--- config.mk ---
export PLATFORM = sky130hd
export DESIGN_NAME = demux_route_buffer
export DESIGN_NICKNAME = d
export VERILOG_FILES = /design/src/rtl/demux_route_buffer.sv
export SDC_FILE = /design/constraint.sdc
export NUM_CORES = 1
export LEC_CHECK = 0
export BUFFER_PORTS_ARGS = -buffer_cell sky130_fd_sc_hd__buf_4
export CAP_MARGIN = 10
export CORE_MARGIN = 2
export CORE_UTILIZATION = 28
export CTS_CLUSTER_DIAMETER = 150
export DETAILED_ROUTE_END_ITERATION = 6
export PLACE_DENSITY_LB_ADDON = 0.25
export REMOVE_ABC_BUFFERS = 1
export SYNTH_ARGS = -nofsm -noshare
export SYNTH_HDL_FRONTEND = slang
export SYNTH_SLANG_ARGS = --single-unit
export TNS_END_PERCENT = 50
--- constraint.sdc ---
create_clock -name CLK -period 2.62 [get_ports CLK]
set_clock_uncertainty 0.05 [all_clocks]
set_input_delay 0.262 -clock CLK [delete_from_list [all_inputs] [get_ports CLK]]
set_output_delay 0.262 -clock CLK [all_outputs]
set_load 0.02 [all_outputs]
--- src/rtl/demux_route_buffer.sv ---
// Registered 1-to-4 routing stage: one-entry holding register per lane with
// independent valid/ready per lane, so a stalled lane never blocks the others.
module demux_route_buffer #(
  parameter int unsigned BITS = 4
) (
  input  logic            CLK,
  input  logic            RESET_N,
  input  logic [BITS-1:0] DATA,
  input  logic [1:0]      SELECT,
  input  logic            IN_VALID,
  output logic            IN_READY,
  output logic [BITS-1:0] A,
  output logic [BITS-1:0] B,
  output logic [BITS-1:0] C,
  output logic [BITS-1:0] D,
  output logic [3:0]      VALID,
  input  logic [3:0]      READY,
  output logic [2:0]      OCCUPANCY
);

  localparam int unsigned LANES = 4;
  localparam int unsigned OCC_W = 3;

  logic [LANES-1:0][BITS-1:0] r_q, r_d;
  logic [LANES-1:0]           v_q, v_d;
  logic [OCC_W-1:0]           occ_q, occ_d;
  logic                       accept_c;

  // Selected lane can take a word when empty or draining this cycle.
  always_comb begin
    IN_READY = ~v_q[SELECT] | READY[SELECT];
    accept_c = IN_VALID & IN_READY;
  end

  // Per-lane refill/drain; an accept on a draining lane is a pass-through.
  always_comb begin
    r_d   = r_q;
    v_d   = v_q;
    occ_d = '0;
    for (int k = 0; k < int'(LANES); k++) begin
      if (accept_c && (SELECT == 2'(k))) begin
        r_d[k] = DATA;
        v_d[k] = 1'b1;
      end else if (v_q[k] && READY[k]) begin
        v_d[k] = 1'b0;
      end
    end
    for (int k = 0; k < int'(LANES); k++) begin
      occ_d = occ_d + OCC_W'(v_d[k]);
    end
  end

  always_ff @(posedge CLK or negedge RESET_N) begin
    if (!RESET_N) begin
      r_q   <= '0;
      v_q   <= '0;
      occ_q <= '0;
    end else begin
      r_q   <= r_d;
      v_q   <= v_d;
      occ_q <= occ_d;
    end
  end

  assign A         = r_q[0];
  assign B         = r_q[1];
  assign C         = r_q[2];
  assign D         = r_q[3];
  assign VALID     = v_q;
  assign OCCUPANCY = occ_q;

endmodule

==> metrics.txt, run 1 <==
run status completed; GP Congestion 0.716; CP most frequent cell ha_1; cells after synthesis 60; Fin Setup TNS 0 ns; CP max stage cell fa_1; Worst Reg2Reg Path Length in Cells 6; CTS H-tree depth 1; site row count 21; Clock Tree Buf Depth 2; crit path cell chain nand2b_1, nand3b_1, nand2_1, fa_1, ha_1, ha_1; crit path max fanout 5; drt pass-1 iters 3; Required @ worst endpoint 2.77 ns; Worst-Margin Slew 0.318 ns; DRC viols 0; #FFs+latches synth 23; largest cells by area after synthesis dfrtp_1, mux2_2, mux2_4; DR vias/cell 4.14; top post-synthesis cells by count dfrtp_1, mux2_2, nand2_1, mux2_4, nand2b_1; ANT nets after route 0; Peak VDD IR 0.209 mV; WS Path Type flip-flop to flip-flop; Hold Path Stages 2; io pins 37; Unique masters post-synth 16; share of layout cells above drive strength 1 0.610; TritonCTS buffer count 3; Hold Path Class input port to flip-flop; Max Fclk 507 MHz; Max-slew headroom 0.788; Vias 605; count leader, synth dfrtp_1; Ant. Diodes 0; type of origin of the critical path flip-flop; core area 3310 µm²; final setup fails 0; Multi-input gate area 377 µm²; Starting Density 0.291; Routed wire per std cell 13.3 µm; post-synth top area cell dfrtp_1; # nets final 117; Post-Route WL 1940 µm; critical path arrival 2.12 ns; PD cells 697 nW/µm²; Worst setup EP type flip-flop; crit-path max cell delay 0.49 ns; Leakage Power 0.000645 µW; RSZ-0062 raised after global routing false; Final period util 0.753; Final Hold Viols 0; Synth top area share 0.597; Post-synth EDFFs 0; sequential area share after synthesis 0.597; Port Buffers 36; vias in the first global route 644; Max Cap Violations 0; Clk Tree Root Cell clkbuf_4; Cell Area, Synth 963 µm²; Worst-path clk slew 0.13 ns; register cell area after layout 576 µm²; ys flop type dfrtp_1; # Post-CTS Setup Buffers 0; fin util 0.398; Mean Syn Cell Area 16.1 µm²; full die area 3930 µm²; total track usage 0.108; FILL cells 346; die width 62.7 µm; antenna violations before repair 0; min Tclk post-route 1.97 ns; largest net degree at the start of global routing 24; Iteration-0 DRC Markers 7; Worst-Skew Late Latency 0.31 ns; die height 62.7 µm; global route overflow 0; TritonCTS Sinks 23; async set-reset flop share out of synthesis 1.00; CTS tree built; Area Overhead vs Synth 36.8%; fin. max-slew vios 0; Syn. warnings 0; first-pass GRT wire length 3190 µm
-- layer usage --
| layer | GRT usage | up-vias | part of all wire |
|---|---|---|---|
| met3 | 0.0342 | 2 | 0.062 |
| met5 | 0 | - | 0 |
| met1 | 0.142 | 293 | 0.47 |
| li1 | - | 289 | - |
| met4 | 0.0583 | 0 | 0.014 |
| met2 | 0.160 | 21 | 0.45 |
-- critical path, delay by kind of cell (launching register included) --
family,cells,cell delay [ns]
AND/OR/NAND/NOR,3,0.47
flip-flops,1,0.38
adder cells (fa/ha/maj),3,0.97
-- path summary, 6_finish.rpt --
check,start,end,slack (ns)
worst min register to register,C[3]$_DFFE_PN0P_,C[3]$_DFFE_PN0P_,0.47
worst min-delay path,DATA[0],B[0]$_DFFE_PN0P_,0.15
worst max-delay path,VALID[0]$_DFF_PN0_,OCCUPANCY[1]$_DFF_PN0_,0.65
min in group asynchronous,RESET_N,D[3]$_DFFE_PN0P_,0.32
worst max register to register,VALID[0]$_DFF_PN0_,OCCUPANCY[1]$_DFF_PN0_,0.65
max in group asynchronous,RESET_N,A[2]$_DFFE_PN0P_,1.96
-- final cells by class --
type                            instances  area share
Multi-Input combinational cell         36       0.286
Timing Repair Buffer                   37       0.213
Clock buffer                            3      0.0171
Sequential cell                        23       0.437
Tap cell                               46      0.0437
Clock inverter                          1     0.00380
-- per-stage QoR --
step                      area [µm²]  setup WS (ns)  power [µW]  hold WS (ns)  instances
after detailed placement        1280          0.553         769         0.124        141
after global routing            1320          0.554         979         0.119        146
after floorplan                  952          0.678         618       -0.0836         59
after global placement          1280          0.590         765         0.120        141
final                           1320          0.646         918         0.155        146
after CTS                       1320          0.624         936         0.136        146
-- placed cells by master (no fill, tap or decap) --
master,n
clkinv_2,1
nand3b_1,1
buf_4,36
fa_1,1
nand2_1,5
clkbuf_4,3
mux2_4,4
dfrtp_1,23
nor2b_4,1
nand2b_1,4
mux4_2,1
o21ai_0,1
nor3b_4,1
dlygate4sd3_1,1
ha_1,2
mux2_2,12
nand3_2,1
nor2b_2,1
and3_1,1
-- cell families (layout without fill, tap and decap cells) --
group           count (synthesis)  count (layout)  share of synthesized area
fa+ha+maj                       3               3                     0.0467
mux                            17              17                      0.226
simple gates                   15              15                      0.113
buf+inv                         1              41                     0.0117
flops                          23              23                      0.597
compound gates                  1               1                    0.00519
-- flip-flops by register name, indices dropped and copies added, names as in the netlist --
name and count:
A 4, OCCUPANCY 3, VALID 4, B 4
C 4, D 4
-- power breakdown --
part | leakage (µW) | total [µW] | switching (µW) | internal, µW
Sequential | 0.000281 | 452 | 32.9 | 419
Combinational | 0.000347 | 305 | 151 | 153
Clock | 0.0000177 | 162 | 105 | 56.9
-- repair_timing --
item                       in CTS  in global routing
hold buffers                    1                  0
hold endpoints to repair       23                  0
resized for setup               0                  0
setup endpoints to repair       0                  0
Note: power is estimated with default switching activity, not from simulation.
==> run 2, diff against run 1 <==
==> constraint.sdc (replaced) <==
create_clock -name CLK -period 1.62 [get_ports CLK]
set_clock_uncertainty 0.05 [all_clocks]
set_input_delay 0.162 -clock CLK [delete_from_list [all_inputs] [get_ports CLK]]
set_output_delay 0.162 -clock CLK [all_outputs]
set_load 0.02 [all_outputs]
==> run 2 against run 1 <==
The flow now finishes with violations (setup timing). Global-route usage is 1.3 points higher. Worst hold slack got worse by 0.092 ns. First-iteration DRC count up 130%. Setup slack worse by 0.75 ns. Combinational power increased by 74%. Sequential power rose by 61%. Cell area rose by 9.2%. Non-clock buffer count rose by 13. Power up 65%. Flip-flop and latch count unchanged. Clock power up 57%. Largest cell class unchanged.
==> metrics.txt, run 2 (synthesis gave the netlist of run 1 again) <==
PD cells 1050 nW/µm²; Starting Density 0.291; Vias 675; Leakage Power 0.000704 µW; crit path max fanout 2; WS Path Type flip-flop to output pin; DRC viols 0; first-pass GRT wire length 3590 µm; Fin Setup TNS -0.190 ns; fin util 0.435; Worst-path clk slew 0.12 ns; fin. max-slew vios 0; full die area 3930 µm²; hold_ws 0.0623 ns; RSZ-0062 raised after global routing true; Port Buffers 36; Final period util 1.07; Worst-Margin Slew 0.357 ns; Worst setup EP type output pin; Final Hold Viols 0; drt pass-1 iters 4; share of layout cells above drive strength 1 0.673; Iteration-0 DRC Markers 16; Peak VDD IR 0.445 mV; most frequent cells in the layout buf_4, dfrtp_1, mux2_2; ANT nets after route 0; DR vias/cell 4.25; most common cell after layout, fill and taps aside buf_4; failing checks setup timing; die width 62.7 µm; Max Fclk 579 MHz; antenna violations before repair 0; io pins 37; FILL cells 323; Post-Route WL 2090 µm; worst setup margin -0.107 ns; # nets final 130; site row count 21; GP Congestion 0.810; Max Cap Violations 0; final setup fails 3; Max-slew headroom 0.762; Hold Path Class input port to flip-flop; Routed wire per std cell 13.2 µm; min Tclk post-route 1.73 ns; die height 62.7 µm; run status complete, but fails checks; placement-stage cell area 1350 µm²; Ant. Diodes 0; global route overflow 0; Final Cell Area 1440 µm²; CTS H-tree depth 1; hpwl dp 1550 µm; largest net degree at the start of global routing 24; dpl ws -0.198 ns; type of origin of the critical path flip-flop; Clk Tree Root Cell clkbuf_4; Clock Tree Buf Depth 2; core area 3310 µm²; TritonCTS buffer count 3; total track usage 0.121; vias in the first global route 709; CTS tree built; critical path arrival 1.51 ns; Worst-Skew Late Latency 0.30 ns; Required @ worst endpoint 1.41 ns; TritonCTS Sinks 23; Area Overhead vs Synth 49.4%
## run 2: cell count changes in the layout (fill, tap and decap cells not counted)
| cell | previous run | this run |
|---|---|---|
| buf_4 | 36 | 48 |
| ha_1 | 2 | 0 |
| buf_6 | 0 | 1 |
| clkbuf_1 | 0 | 1 |
| clkinv_2 | 1 | 0 |
| ha_2 | 0 | 1 |
| ha_4 | 0 | 1 |
| mux2_2 | 12 | 11 |
| mux2_4 | 4 | 5 |
| nand2_1 | 5 | 4 |
| nand2_2 | 0 | 1 |
## run 2: routing by layer
| layer | vias up | track usage | share of wire | wire length, µm |
|---|---|---|---|---|
| li1 | 316 | - | - | - |
| met1 | 334 | 0.156 | 0.43 | 895 |
| met2 | 23 | 0.191 | 0.50 | 1050 |
| met3 | 2 | 0.0288 | 0.056 | 118 |
| met4 | 0 | 0.0583 | 0.013 | 27 |
| met5 | - | 0 | 0 | 0 |
## run 2: layout make-up
class,instances,area (µm²),area share
Timing Repair Buffer,50,382,0.265
Clock buffer,4,26.3,0.0183
Sequential cell,23,576,0.400
Multi-Input combinational cell,36,398,0.277
Tap cell,46,57.6,0.0400
## run 2: what timing repair did
| item | CTS | global route |
|---|---|---|
| endpoints found under the hold margin | 23 | 0 |
| pin swaps | 4 | 1 |
| setup buffers | 6 | 0 |
| gates resized for setup | 5 | 1 |
| hold buffers | 1 | 0 |
| setup endpoints to repair | 4 | 8 |
## run 2: power by group
part / internal, µW / switching [µW]
Combinational: 276 / 256
Sequential: 677 / 51.8
Clock: 95.9 / 159
Total: 1050 / 467
## run 2: final timing paths
path	startpoint	endpoint	slack [ns]	cells after the start
setup / recovery	VALID[3]$_DFF_PN0_	IN_READY	-0.11	4
hold / removal	DATA[3]	B[3]$_DFFE_PN0P_	0.06	2
setup reg to reg	VALID[0]$_DFF_PN0_	OCCUPANCY[1]$_DFF_PN0_	-0.07	6
hold reg to reg	C[3]$_DFFE_PN0P_	C[3]$_DFFE_PN0P_	0.47	1
max in group asynchronous	RESET_N	OCCUPANCY[0]$_DFF_PN0_	1.07	2
min in group asynchronous	RESET_N	B[3]$_DFFE_PN0P_	0.22	2
## run 2: critical path: stages, from the launching register on
cell	delay, ns
dfrtp_1	0.36
nand2b_1	0.08
buf_4	0.14
mux4_2	0.48
buf_6	0.15
## run 2: stage by stage
step                total power [µW]  std cells
floorplan                       1000         59
global placement                1250        150
detailed placement              1260        150
CTS                             1540        161
global route                    1610        159
finish                          1520        159
==> run 3, diff against run 2 <==
--- a/config.mk
+++ b/config.mk
@@ -5,12 +5,15 @@
 export SDC_FILE = /design/constraint.sdc
 export NUM_CORES = 1
 export LEC_CHECK = 0
+export ABC_CLOCK_PERIOD_IN_PS = 1620
 export BUFFER_PORTS_ARGS = -buffer_cell sky130_fd_sc_hd__buf_4
 export CAP_MARGIN = 10
 export CORE_MARGIN = 2
 export CORE_UTILIZATION = 28
 export CTS_CLUSTER_DIAMETER = 150
 export DETAILED_ROUTE_END_ITERATION = 6
+export GPL_TIMING_DRIVEN = 1
+export HOLD_SLACK_MARGIN = 0.12
 export PLACE_DENSITY_LB_ADDON = 0.25
 export REMOVE_ABC_BUFFERS = 1
 export SYNTH_ARGS = -nofsm -noshare
==> run 3 against run 2 <==
The flow still finishes with violations (setup timing). Die area unchanged. Setup slack better by 0.0027 ns. Non-clock buffer count grew 6. First-iteration DRC count increased by 56%. Critical path type unchanged.
==> metrics.txt, run 3 (synthesis gave the netlist of run 1 again) <==
run status complete, but fails checks; failing checks setup timing; Hold Path Class input port to flip-flop; Worst-Margin Slew 0.358 ns; Psw 470 µW; dpl ws -0.198 ns; most common cell after layout, fill and taps aside buf_4; TritonCTS buffer count 3; Required @ worst endpoint 1.41 ns; # nets final 136; Worst-Skew Late Latency 0.30 ns; TritonCTS Sinks 23; global route overflow 0; DR vias/cell 4.21; crit path cell chain nand2b_1, buf_4, mux4_2, buf_6; Peak VDD IR 0.445 mV; Hold Path End VALID[3]$_DFF_PN0_; io pins 37; r2r startpoint VALID[0]$_DFF_PN0_; die height 62.7 µm; share of layout cells above drive strength 1 0.639; Routed wire per std cell 13.2 µm; Port Buffers 36; Clk Tree Root Cell clkbuf_4; internal power 1060 µW; full die area 3930 µm²; Vias 695; crit-path max cell delay 0.46 ns; first-pass GRT wire length 3710 µm; Final Hold Viols 0; Combinational Power Share 0.357; Power Total 1530 µW; Max Cap Violations 0; vias in the first global route 737; most frequent cells in the layout buf_4, dfrtp_1, mux2_2; Inst Count DP 150; Final Cell Area 1500 µm²; antenna violations before repair 0; min Tclk post-route 1.72 ns; Max Fclk 580 MHz; Starting Density 0.291; Non-Filler Instances 165; Clock Power Share 0.166; Clock Tree Buf Depth 2; r2r setup slk -0.08 ns; Iteration-0 DRC Markers 25; ANT nets after route 0; Max-slew headroom 0.761; CP max stage cell mux4_2; Seq pwr share 0.477; PD cells 1020 nW/µm²; DRC viols 0; Worst-path clk slew 0.12 ns; Worst setup EP type output pin; sw frac 0.307; Area Overhead vs Synth 55.6%; site row count 21; type of origin of the critical path flip-flop; drt pass-1 iters 4; RSZ-0062 raised after global routing true; total track usage 0.124; placement-stage cell area 1350 µm²; Hold Path Stages 3; GP Congestion 0.810; hpwl dp 1550 µm; crit path max fanout 3; CTS H-tree depth 1; largest net degree at the start of global routing 24; WS Path Type flip-flop to output pin; die width 62.7 µm; core area 3310 µm²; Crit Reg-Reg Endpoint OCCUPANCY[1]$_DFF_PN0_; critical path arrival 1.51 ns; worst setup margin -0.104 ns; Worst Hold Launch SELECT[1]; Leakage Power 0.000732 µW; Final period util 1.06; Post-Route WL 2190 µm; Worst Reg2Reg Path Length in Cells 6; final setup fails 3; CTS tree built; fin. max-slew vios 0; Ant. Diodes 0
[run 3: changes by cell type in the layout (fill, tap and decap cells not counted), sizes merged]
cell / previous run / this run
dlygate4sd3: 1 / 7
[run 3: how the worst max path moves through the flow]
stage	startpoint	end	slack, ns	cells after the start
6_report	VALID[0]$_DFF_PN0_	IN_READY	-0.10	4
3_3_place_gp	READY[0]	OCCUPANCY[1]$_DFF_PN0_	-0.15	7
4_1_cts	VALID[0]$_DFF_PN0_	IN_READY	-0.12	4
2_1_floorplan	VALID[0]$_DFF_PN0_	OCCUPANCY[1]$_DFF_PN0_	-0.32	6
3_5_place_dp	READY[0]	OCCUPANCY[1]$_DFF_PN0_	-0.20	7
5_1_grt	VALID[1]$_DFF_PN0_	IN_READY	-0.19	4
[run 3: layout make-up]
cell class,instances,area (µm²)
clock buffers,4,26.3
fillers,318,1810
multi-input cells,36,398
flip-flops and latches,23,576
well taps,46,57.6
repair buffers,56,442
[run 3: power by group through the flow]
stage / combinational (µW) / sequential (µW) / clock (µW)
finish: 546 / 730 / 254
global route: 582 / 746 / 295
CTS: 554 / 732 / 273
detailed placement: 519 / 743 / 0
global placement: 512 / 740 / 0
floorplan: 130 / 869 / 0
[run 3: what timing repair did]
item	CTS	global route
gates resized for setup	5	1
hold endpoints to repair	41	0
buffers inserted	6	0
pin swaps	4	1
setup endpoints to repair	4	8
hold buffers	7	0
[run 3: metal layers]
layer / GRT usage / part of all wire / up-vias / wire length (µm)
li1: - / - / 327 / -
met5: 0 / 0 / - / 0
met4: 0.0583 / 0.012 / 0 / 27
met2: 0.202 / 0.50 / 21 / 1100
met1: 0.157 / 0.43 / 345 / 946
met3: 0.0288 / 0.050 / 2 / 110
[run 3: worst max-delay path: cells and delay by family, from the launching register on]
| family | cells | cell delay, ns |
|---|---|---|
| buffers and inverters | 2 | 0.30 |
| DFF | 1 | 0.36 |
| and+or+nand+nor | 1 | 0.09 |
| muxes | 1 | 0.46 |
[run 3: metrics by stage]
stage          setup TNS [ns]  utilization  hold slack (ns)
2_1_floorplan          -0.681            -           -0.184
3_3_place_gp           -0.216        0.407           0.0186
3_5_place_dp           -0.299        0.407           0.0218
4_1_cts                -0.449        0.457            0.138
5_1_grt                -0.406        0.453            0.133
6_report               -0.195        0.453            0.143
